### src/rtl/ir_prefetch_if.sv
// Bus-side and control-side signals of the instruction prefetch buffer.
// The master is the fetch/control side; the slave is the buffer.
interface ir_prefetch_if #(
  parameter int WIDTH = 16,
  parameter int DEPTH = 4,
  parameter int OPW   = 4
);
  logic                   ldIR;
  logic [WIDTH-1:0]       Buss;
  logic                   advance;
  logic                   flush;
  logic [WIDTH-1:0]       IR;
  logic [OPW-1:0]         opcode;
  logic                   irValid;
  logic [$clog2(DEPTH):0] count;
  logic                   full;
  logic                   overflow;

  modport master (
    output ldIR, Buss, advance, flush,
    input  IR, opcode, irValid, count, full, overflow
  );

  modport slave (
    input  ldIR, Buss, advance, flush,
    output IR, opcode, irValid, count, full, overflow
  );
endinterface

### src/rtl/ir_prefetch_buffer.sv
// Instruction prefetch queue: a DEPTH-entry circular buffer whose oldest word
// is mirrored in a registered IR, so fetch can run ahead of execute.
module ir_prefetch_buffer #(
  parameter int WIDTH = 16,
  parameter int DEPTH = 4,
  parameter int OPW   = 4
) (
  input  logic           clk,
  input  logic           reset,
  ir_prefetch_if.slave   bus
);
  localparam int AW = $clog2(DEPTH);
  localparam int CW = AW + 1;
  localparam logic [CW-1:0] FULL_CNT = CW'(DEPTH);
  localparam logic [CW-1:0] TWO_CNT  = CW'(2);

  logic [WIDTH-1:0] mem [DEPTH];
  logic [AW-1:0]    rd_ptr;
  logic [AW-1:0]    wr_ptr;
  logic [AW-1:0]    rd_ptr_inc;
  logic [CW-1:0]    cnt;
  logic [CW-1:0]    cnt_nxt;
  logic [WIDTH-1:0] ir_q;
  logic [WIDTH-1:0] ir_nxt;
  logic             vld_q;
  logic             full_q;
  logic             ovf_q;
  logic             pop;
  logic             push;
  logic             drop;

  always_comb begin
    pop        = bus.advance && vld_q;
    push       = bus.ldIR && (!full_q || pop);
    drop       = bus.ldIR && full_q && !pop;
    rd_ptr_inc = rd_ptr + AW'(1);
    cnt_nxt    = cnt + CW'(push) - CW'(pop);
    ir_nxt     = ir_q;
    // The next-oldest word is already in storage when two or more are held;
    // otherwise a word arriving this cycle goes straight into IR.
    if (pop && (cnt >= TWO_CNT)) begin
      ir_nxt = mem[rd_ptr_inc];
    end else if (push && ((cnt == '0) || pop)) begin
      ir_nxt = bus.Buss;
    end
  end

  always_ff @(posedge clk) begin
    if (reset) begin
      rd_ptr <= '0;
      wr_ptr <= '0;
      cnt    <= '0;
      vld_q  <= 1'b0;
      full_q <= 1'b0;
      ovf_q  <= 1'b0;
      ir_q   <= '0;
    end else if (bus.flush) begin
      rd_ptr <= '0;
      wr_ptr <= '0;
      cnt    <= '0;
      vld_q  <= 1'b0;
      full_q <= 1'b0;
      ovf_q  <= 1'b0;
    end else begin
      if (pop) begin
        rd_ptr <= rd_ptr_inc;
      end
      if (push) begin
        wr_ptr <= wr_ptr + AW'(1);
      end
      if (drop) begin
        ovf_q <= 1'b1;
      end
      cnt    <= cnt_nxt;
      vld_q  <= (cnt_nxt != '0);
      full_q <= (cnt_nxt == FULL_CNT);
      ir_q   <= ir_nxt;
    end
  end

  // Storage holds data only; pointers and count define which entries are live.
  always_ff @(posedge clk) begin
    if (push && !bus.flush) begin
      mem[wr_ptr] <= bus.Buss;
    end
  end

  assign bus.IR       = ir_q;
  assign bus.opcode   = ir_q[WIDTH-1 -: OPW];
  assign bus.irValid  = vld_q;
  assign bus.count    = cnt;
  assign bus.full     = full_q;
  assign bus.overflow = ovf_q;
endmodule

### src/flat_wrapper.sv
// flat-port wrapper written by rule: the top's interface ports become plain ports
module ir_prefetch_buffer_flat 
#(
  parameter int WIDTH = 16,
  parameter int DEPTH = 4,
  parameter int OPW   = 4
)
  (clk, reset, bus_ldIR, bus_Buss, bus_advance, bus_flush, bus_IR, bus_opcode, bus_irValid, bus_count, bus_full, bus_overflow);
  ir_prefetch_if #(.WIDTH(WIDTH), .DEPTH(DEPTH), .OPW(OPW)) bus_i ();
  input  logic clk;
  input  logic reset;
  input wire logic [$bits(bus_i.ldIR)-1:0] bus_ldIR;
  input wire logic [$bits(bus_i.Buss)-1:0] bus_Buss;
  input wire logic [$bits(bus_i.advance)-1:0] bus_advance;
  input wire logic [$bits(bus_i.flush)-1:0] bus_flush;
  output wire logic [$bits(bus_i.IR)-1:0] bus_IR;
  output wire logic [$bits(bus_i.opcode)-1:0] bus_opcode;
  output wire logic [$bits(bus_i.irValid)-1:0] bus_irValid;
  output wire logic [$bits(bus_i.count)-1:0] bus_count;
  output wire logic [$bits(bus_i.full)-1:0] bus_full;
  output wire logic [$bits(bus_i.overflow)-1:0] bus_overflow;
  assign bus_i.ldIR = bus_ldIR;
  assign bus_i.Buss = bus_Buss;
  assign bus_i.advance = bus_advance;
  assign bus_i.flush = bus_flush;
  assign bus_IR = bus_i.IR;
  assign bus_opcode = bus_i.opcode;
  assign bus_irValid = bus_i.irValid;
  assign bus_count = bus_i.count;
  assign bus_full = bus_i.full;
  assign bus_overflow = bus_i.overflow;
  ir_prefetch_buffer #(.WIDTH(WIDTH), .DEPTH(DEPTH), .OPW(OPW)) u_core (.clk(clk), .reset(reset), .bus(bus_i));
endmodule
### config.mk
export PLATFORM = sky130hd
export DESIGN_NAME = ir_prefetch_buffer_flat
export DESIGN_NICKNAME = d
export VERILOG_FILES = /design/src/rtl/ir_prefetch_if.sv /design/src/rtl/ir_prefetch_buffer.sv /design/src/flat_wrapper.sv
export SDC_FILE = /design/constraint.sdc
export NUM_CORES = 1
export LEC_CHECK = 0
export ABC_AREA = 0
export BUFFER_PORTS_ARGS = -buffer_cell sky130_fd_sc_hd__buf_2
export CAP_MARGIN = 30
export CELL_PAD_IN_SITES_DETAIL_PLACEMENT = 1
export CELL_PAD_IN_SITES_GLOBAL_PLACEMENT = 1
export CORE_MARGIN = 5
export CORE_UTILIZATION = 40
export DETAILED_ROUTE_END_ITERATION = 6
export HOLD_SLACK_MARGIN = 0.08
export PLACE_DENSITY_LB_ADDON = 0.25
export SLEW_MARGIN = 15
export SYNTH_ARGS = -nofsm -noshare
export SYNTH_HDL_FRONTEND = slang
export SYNTH_SLANG_ARGS = --single-unit
export TNS_END_PERCENT = 1
### constraint.sdc
create_clock -name clk -period 2.66 [get_ports clk]
set_input_delay 0.133 -clock clk [delete_from_list [all_inputs] [get_ports clk]]
set_output_delay 0.133 -clock clk [all_outputs]
set_load 0.02 [all_outputs]
# Word level (Yosys, flattened, before mapping)
# Memory sizes are Yosys's and may differ from the RTL's.
# Cells that the tools add are included.
[op_classes]
addsub = 4
magnitude_cmp = 1
n_eq_ne = 1
n_mux = 4
bitwise = 1
reduce_logical = 17
[op_table]
columns = ["op", "count"]
rows = [
  ["2-to-1 mux 16 bit", 2],
  ["logical AND 1 bit", 7],
  ["adder 2 x 1 -> 2 bit (second input constant)", 2],
  ["adder 3 x 1 -> 3 bit", 1],
  ["equality test 3 bit (second input constant)", 1],
  [">= comparator 3 x 2 -> 1 bit (second input constant)", 1],
  ["zero test 1 bit", 3],
  ["zero test 3 bit", 1],
  ["nonzero test 3 bit", 1],
  ["subtractor 3 x 1 -> 3 bit", 1],
  ["logical OR 1 bit", 2],
  ["2-to-1 mux 1 bit", 2],
  ["AND reduction 2 bit", 1],
  ["nonzero test 2 bit", 1],
  ["OR reduction 2 bit", 1],
  ["NOT 1 bit", 1],
]
[word_totals]
reg_bits = 26
ram_bits = 64
input_bits = 21
out_inout_bits = 26
word_cells = 36
memories = 1
[memory_table]
columns = ["name", "depth", "width", "rd", "rd_ports_with_merged_regs", "wr", "line", "rtl"]
rows = [
  ["u_core.mem", 4, 16, 1, 0, 1, "ir_prefetch_buffer.sv:17", "logic [WIDTH-1:0] mem [DEPTH];"],
]

# Depth between registers and ports, before layout
[logic_depth]
ltp_word = 6
depth_mapped = 9
ltp_nobuf = 9

# Least setup slack after synthesis
# No wires, ideal clock.
[synth_timing]
kind = "reg2reg"
from = "register u_core.vld_q (netlist: u_core.bus.irValid)"
to = "register u_core.full_q (netlist: u_core.bus.full)"
setup_time_ns = 0.078
t_arrival_ns = 1.847
required_ns = 2.582
path_slack_ns = 0.735
stages_incl_launch_ff = 10
path_buffers = 0
period_less_slack_ns = 1.925
cell_sequence = "dfxtp_1 nand2_1 inv_1 ha_1 inv_1 ha_1 fa_1 xnor2_1 nand2_1 nor3_1"
[synth_between]
elab_chain_cells = 6
[synth_lines]
columns = ["item", "line", "rtl"]
rows = [
  ["start, declared", "ir_prefetch_buffer.sv:25", "logic vld_q;"],
  ["start signal, assigned", "ir_prefetch_buffer.sv:75", "vld_q <= (cnt_nxt != '0);"],
  ["logical AND 1 bit *", "ir_prefetch_buffer.sv:33", "pop = bus.advance && vld_q;"],
  ["named net u_core.pop", "ir_prefetch_buffer.sv:28", "logic pop;"],
  ["logical OR 1 bit", "ir_prefetch_buffer.sv:34", "push = bus.ldIR && (!full_q || pop);"],
  ["logical AND 1 bit", "ir_prefetch_buffer.sv:34", ""],
  ["adder 3 x 1 -> 3 bit", "ir_prefetch_buffer.sv:37", "cnt_nxt = cnt + CW'(push) - CW'(pop);"],
  ["subtractor 3 x 1 -> 3 bit *", "ir_prefetch_buffer.sv:37", ""],
  ["equality test 3 bit *", "ir_prefetch_buffer.sv:76", "full_q <= (cnt_nxt == FULL_CNT);"],
  ["end signal, assigned", "ir_prefetch_buffer.sv:76", ""],
  ["end, declared", "ir_prefetch_buffer.sv:26", "logic full_q;"],
]
# Mark *: on every way through the listed nets, which the timed path passes. The rest lies on a longest branch.
# A chain may end at the register's enable or synchronous reset.

# Worst setup path after layout
[layout_timing]
from = "register u_core.vld_q (netlist: u_core.bus.irValid)"
to = "register u_core.vld_q (netlist: u_core.bus.irValid)"
[layout_between]
elab_chain_cells = 6
[layout_lines]
columns = ["item", "line", "rtl"]
rows = [
  ["logical AND 1 bit *", "ir_prefetch_buffer.sv:33", ""],
  ["named net u_core.pop", "ir_prefetch_buffer.sv:28", ""],
  ["logical OR 1 bit", "ir_prefetch_buffer.sv:34", ""],
  ["logical AND 1 bit", "ir_prefetch_buffer.sv:34", ""],
  ["adder 3 x 1 -> 3 bit", "ir_prefetch_buffer.sv:37", ""],
  ["subtractor 3 x 1 -> 3 bit *", "ir_prefetch_buffer.sv:37", ""],
  ["named net u_core.cnt_nxt[1]", "ir_prefetch_buffer.sv:22", "logic [CW-1:0] cnt_nxt;"],
  ["nonzero test 3 bit *", "ir_prefetch_buffer.sv:75", ""],
]
# Marked as above.

==> results_dict.tcl <==
set metrics [dict create \
    status "complete, no violations" \
    worstMarginPinSlew_ns 0.460 \
    drt_pass1_iterations 4 \
    place_ws_ns 0.676 \
    slowest_delay_ns 0.47 \
    skew_ns 0.0110 \
    grt_first_pass_wirelength_um 12400 \
    worstSetupPathType "flop to flop" \
    drtIter0Drc 95 \
    pin_count 47 \
    areaGrowthSynthToFinish_pct 18.9 \
    synth-seq-area-share 0.669 \
    rows 34 \
    finalCritPeriodShare 0.749 \
    ys_warn_count 0 \
    antenna_cells 0 \
    cp-start-kind "flop" \
    crit_fanout 6 \
    synth_compound_area_frac 0.0689 \
    synth_area_per_cell_sq_um 16.6 \
    p_int_mw 2.24 \
    hold_viol_final 0 \
    crit_chain "nand2_1, inv_1, ha_1, inv_1, ha_1, fa_1, o21ai_0, nand2_1" \
    p_switching_mw 0.711 \
    crit_slowest_cell "fa_1" \
    antenna_left 0 \
    synth-adder-area-share 0.0295 \
    maxSlewHeadroom 0.693 \
    p_per_area_nw_per_um2 680 \
    grt_usage 0.144 \
    combPwrFrac 0.129 \
    place_hpwl_um 4830 \
    gp_congestion 0.740 \
    h-tree-depth 3 \
    die_w_um 106 \
    drc 0 \
    setup_ws_ns 0.667 \
    routed_wl_um 7550 \
    dieHeight_um 106 \
    tns_ns 0 \
    syn-instance-count 220 \
    cts.sinks 90 \
    swShare 0.241 \
    clk_latency_ns 0.34 \
    p_clk_frac 0.333 \
    synth-simple-area-share 0.0340 \
    nets 317 \
    cts_buffers 9 \
    tritoncts "built" \
    grt-ovfl-total 0 \
    grt_pass1_vias 2337 \
    period_needed_ns 1.99 \
    synth.area.mux_share 0.145 \
    finalSetupViolations 0 \
    viasPerCell 5.21 \
    cp.arrival_ns 2.23 \
    p_leak_nw 1.55 \
    syn_nets 249 \
    synth-xor-area-share 0.00960 \
    cts-root-buf "clkbuf_8" \
    die-area_sq_um 11100 \
    drv_cap 0 \
    seqPwrFrac 0.538 \
    rsz0062_at_grt "no" \
    peakVddDrop_mv 0.335 \
    synth_area_sq_um 3650 \
    grt_max_degree 19 \
    coreArea_sq_um 8810 \
    synthArstFlopShare 0 \
    synth-seq-cells 90 \
    clk_pin_slew_worst_paths_ns 0.08 \
    synth_edf_count 64 \
    fillers 883 \
    synth_flop_cell "edfxtp_1" \
    worstPathRequired_ns 2.90 \
    clockBufferDepth 2 \
    numPortBuffers 46 \
    end_kind "flop" \
    synth_top_family_by_area "multiplexers" \
    hold_class "input pin to flop" \
    max_freq_mhz 502 \
    antenna_found_initial 0 \
    slew_violations 0 \
    initial_core_util 0.414 \
    wl_per_cell_um 18.8 \
    synth_cell_type_count 31 \
    route.vias.total 2090 \
    drive_gt1_frac 0.307 \
]
[final timing paths]
kind,startpoint,end,slack [ns],depth (start not counted)
setup / recovery,u_core.bus.irValid,u_core.bus.irValid,0.67,8
hold / removal,bus_ldIR,u_core.bus.overflow,0.11,3
setup reg to reg,u_core.bus.irValid,u_core.bus.irValid,0.67,8
hold reg to reg,u_core.bus.overflow,u_core.bus.overflow,0.51,2
[repair_timing]
| action | CTS | global route |
|---|---|---|
| setup endpoints to repair | 0 | 0 |
| gates resized for setup | 0 | 0 |
| hold endpoints to repair | 64 | 0 |
| hold buffers | 16 | 0 |
| buffers inserted | 0 | 0 |
[cell usage after synthesis (3+ instances only)]
cell type / n / area share
a21oi_1: 16 / 0.022
buf_4: 7 / 0.014
edfxtp_1: 64 / 0.53
inv_1: 11 / 0.011
mux2i_1: 17 / 0.047
nor2_1: 7 / 0.0072
mux4_2: 16 / 0.099
a211oi_1: 14 / 0.029
dfxtp_1: 26 / 0.14
and2_1: 7 / 0.012
ha_1: 7 / 0.024
nand2_1: 3 / 0.0031
[metal layers]
metal  GRT usage  part of all wire  up-vias  wire length, um
met5           0                 0        -                0
met4      0.0361             0.011        0               80
met3      0.0391             0.034        9              258
met2       0.247              0.51       33             3840
met1       0.183              0.45     1078             3380
li1            -                 -      970                -
[registers in the layout (all words and copies together), names as in the netlist]
| signal | count |
|---|---|
| u_core.bus.full | 1 |
| u_core.bus.irValid | 1 |
| u_core.rd_ptr | 2 |
| u_core.bus.count | 3 |
| u_core.mem | 64 |
| u_core.bus.overflow | 1 |
| u_core.bus.IR | 16 |
| u_core.wr_ptr | 2 |
[power by group through the flow]
stage	logic, mW	clock network (mW)	registers [mW]
2_1_floorplan	0.208	0	1.67
3_3_place_gp	0.360	0	1.62
3_5_place_dp	0.369	0	1.62
4_1_cts	0.388	1.02	1.59
5_1_grt	0.420	1.07	1.60
6_report	0.381	0.982	1.59
[per-stage QoR]
step / hold slack, ns / cells / area (sq um) / util / power (mW)
floorplan: 0.232 / 220 / 3650 / - / 1.87
global placement: 0.375 / 369 / 3970 / 0.451 / 1.98
detailed placement: 0.375 / 369 / 3970 / 0.451 / 1.99
CTS: 0.0957 / 401 / 4340 / 0.492 / 2.99
global route: 0.110 / 401 / 4340 / 0.492 / 3.09
finish: 0.115 / 401 / 4340 / 0.492 / 2.95
[cell families (layout without fill, tap and decap cells)]
family / after synthesis / in the layout
multiplexers: 33 / 33
AND/OR/NAND/NOR: 23 / 23
XOR/XNOR: 4 / 4
buffers and inverters: 26 / 99
adder cells (fa/ha/maj): 8 / 8
flip-flops: 90 / 90
AO/OA/AOI/OAI: 36 / 36
[area by class of cell]
type | instances | area, sq um | area share
Clock buffer | 13 | 139 | 0.0320
Clock inverter | 3 | 65.1 | 0.0150
Inverter | 11 | 41.3 | 0.00952
Multi-Input combinational cell | 104 | 1050 | 0.242
Sequential cell | 90 | 2440 | 0.563
Tap cell | 108 | 135 | 0.0312
Timing Repair Buffer | 72 | 465 | 0.107
[worst max-delay path: cells and delay by family, from the launching register on]
kind	cells	cell delay [ns]
adder cells (fa/ha/maj)	3	0.93
buffers and inverters	2	0.12
flip-flops	1	0.33
AND/OR/NAND/NOR	2	0.32
AO/OA/AOI/OAI	1	0.18
[placed cells by master, fill, tap and decap left out, types with 2 or more instances in the layout]
master,instances
and2_1,7
dlygate4sd3_1,16
buf_4,10
xor2_1,2
a211oi_2,2
inv_1,11
buf_2,46
edfxtp_1,64
nand2_1,3
nor2_1,7
mux4_2,16
xnor2_1,2
clkbuf_8,9
clkbuf_1,4
dfxtp_1,26
a211oi_1,14
a21oi_1,16
bufinv_16,2
mux2i_1,17
ha_1,7
(Power assumes the default switching activity.)
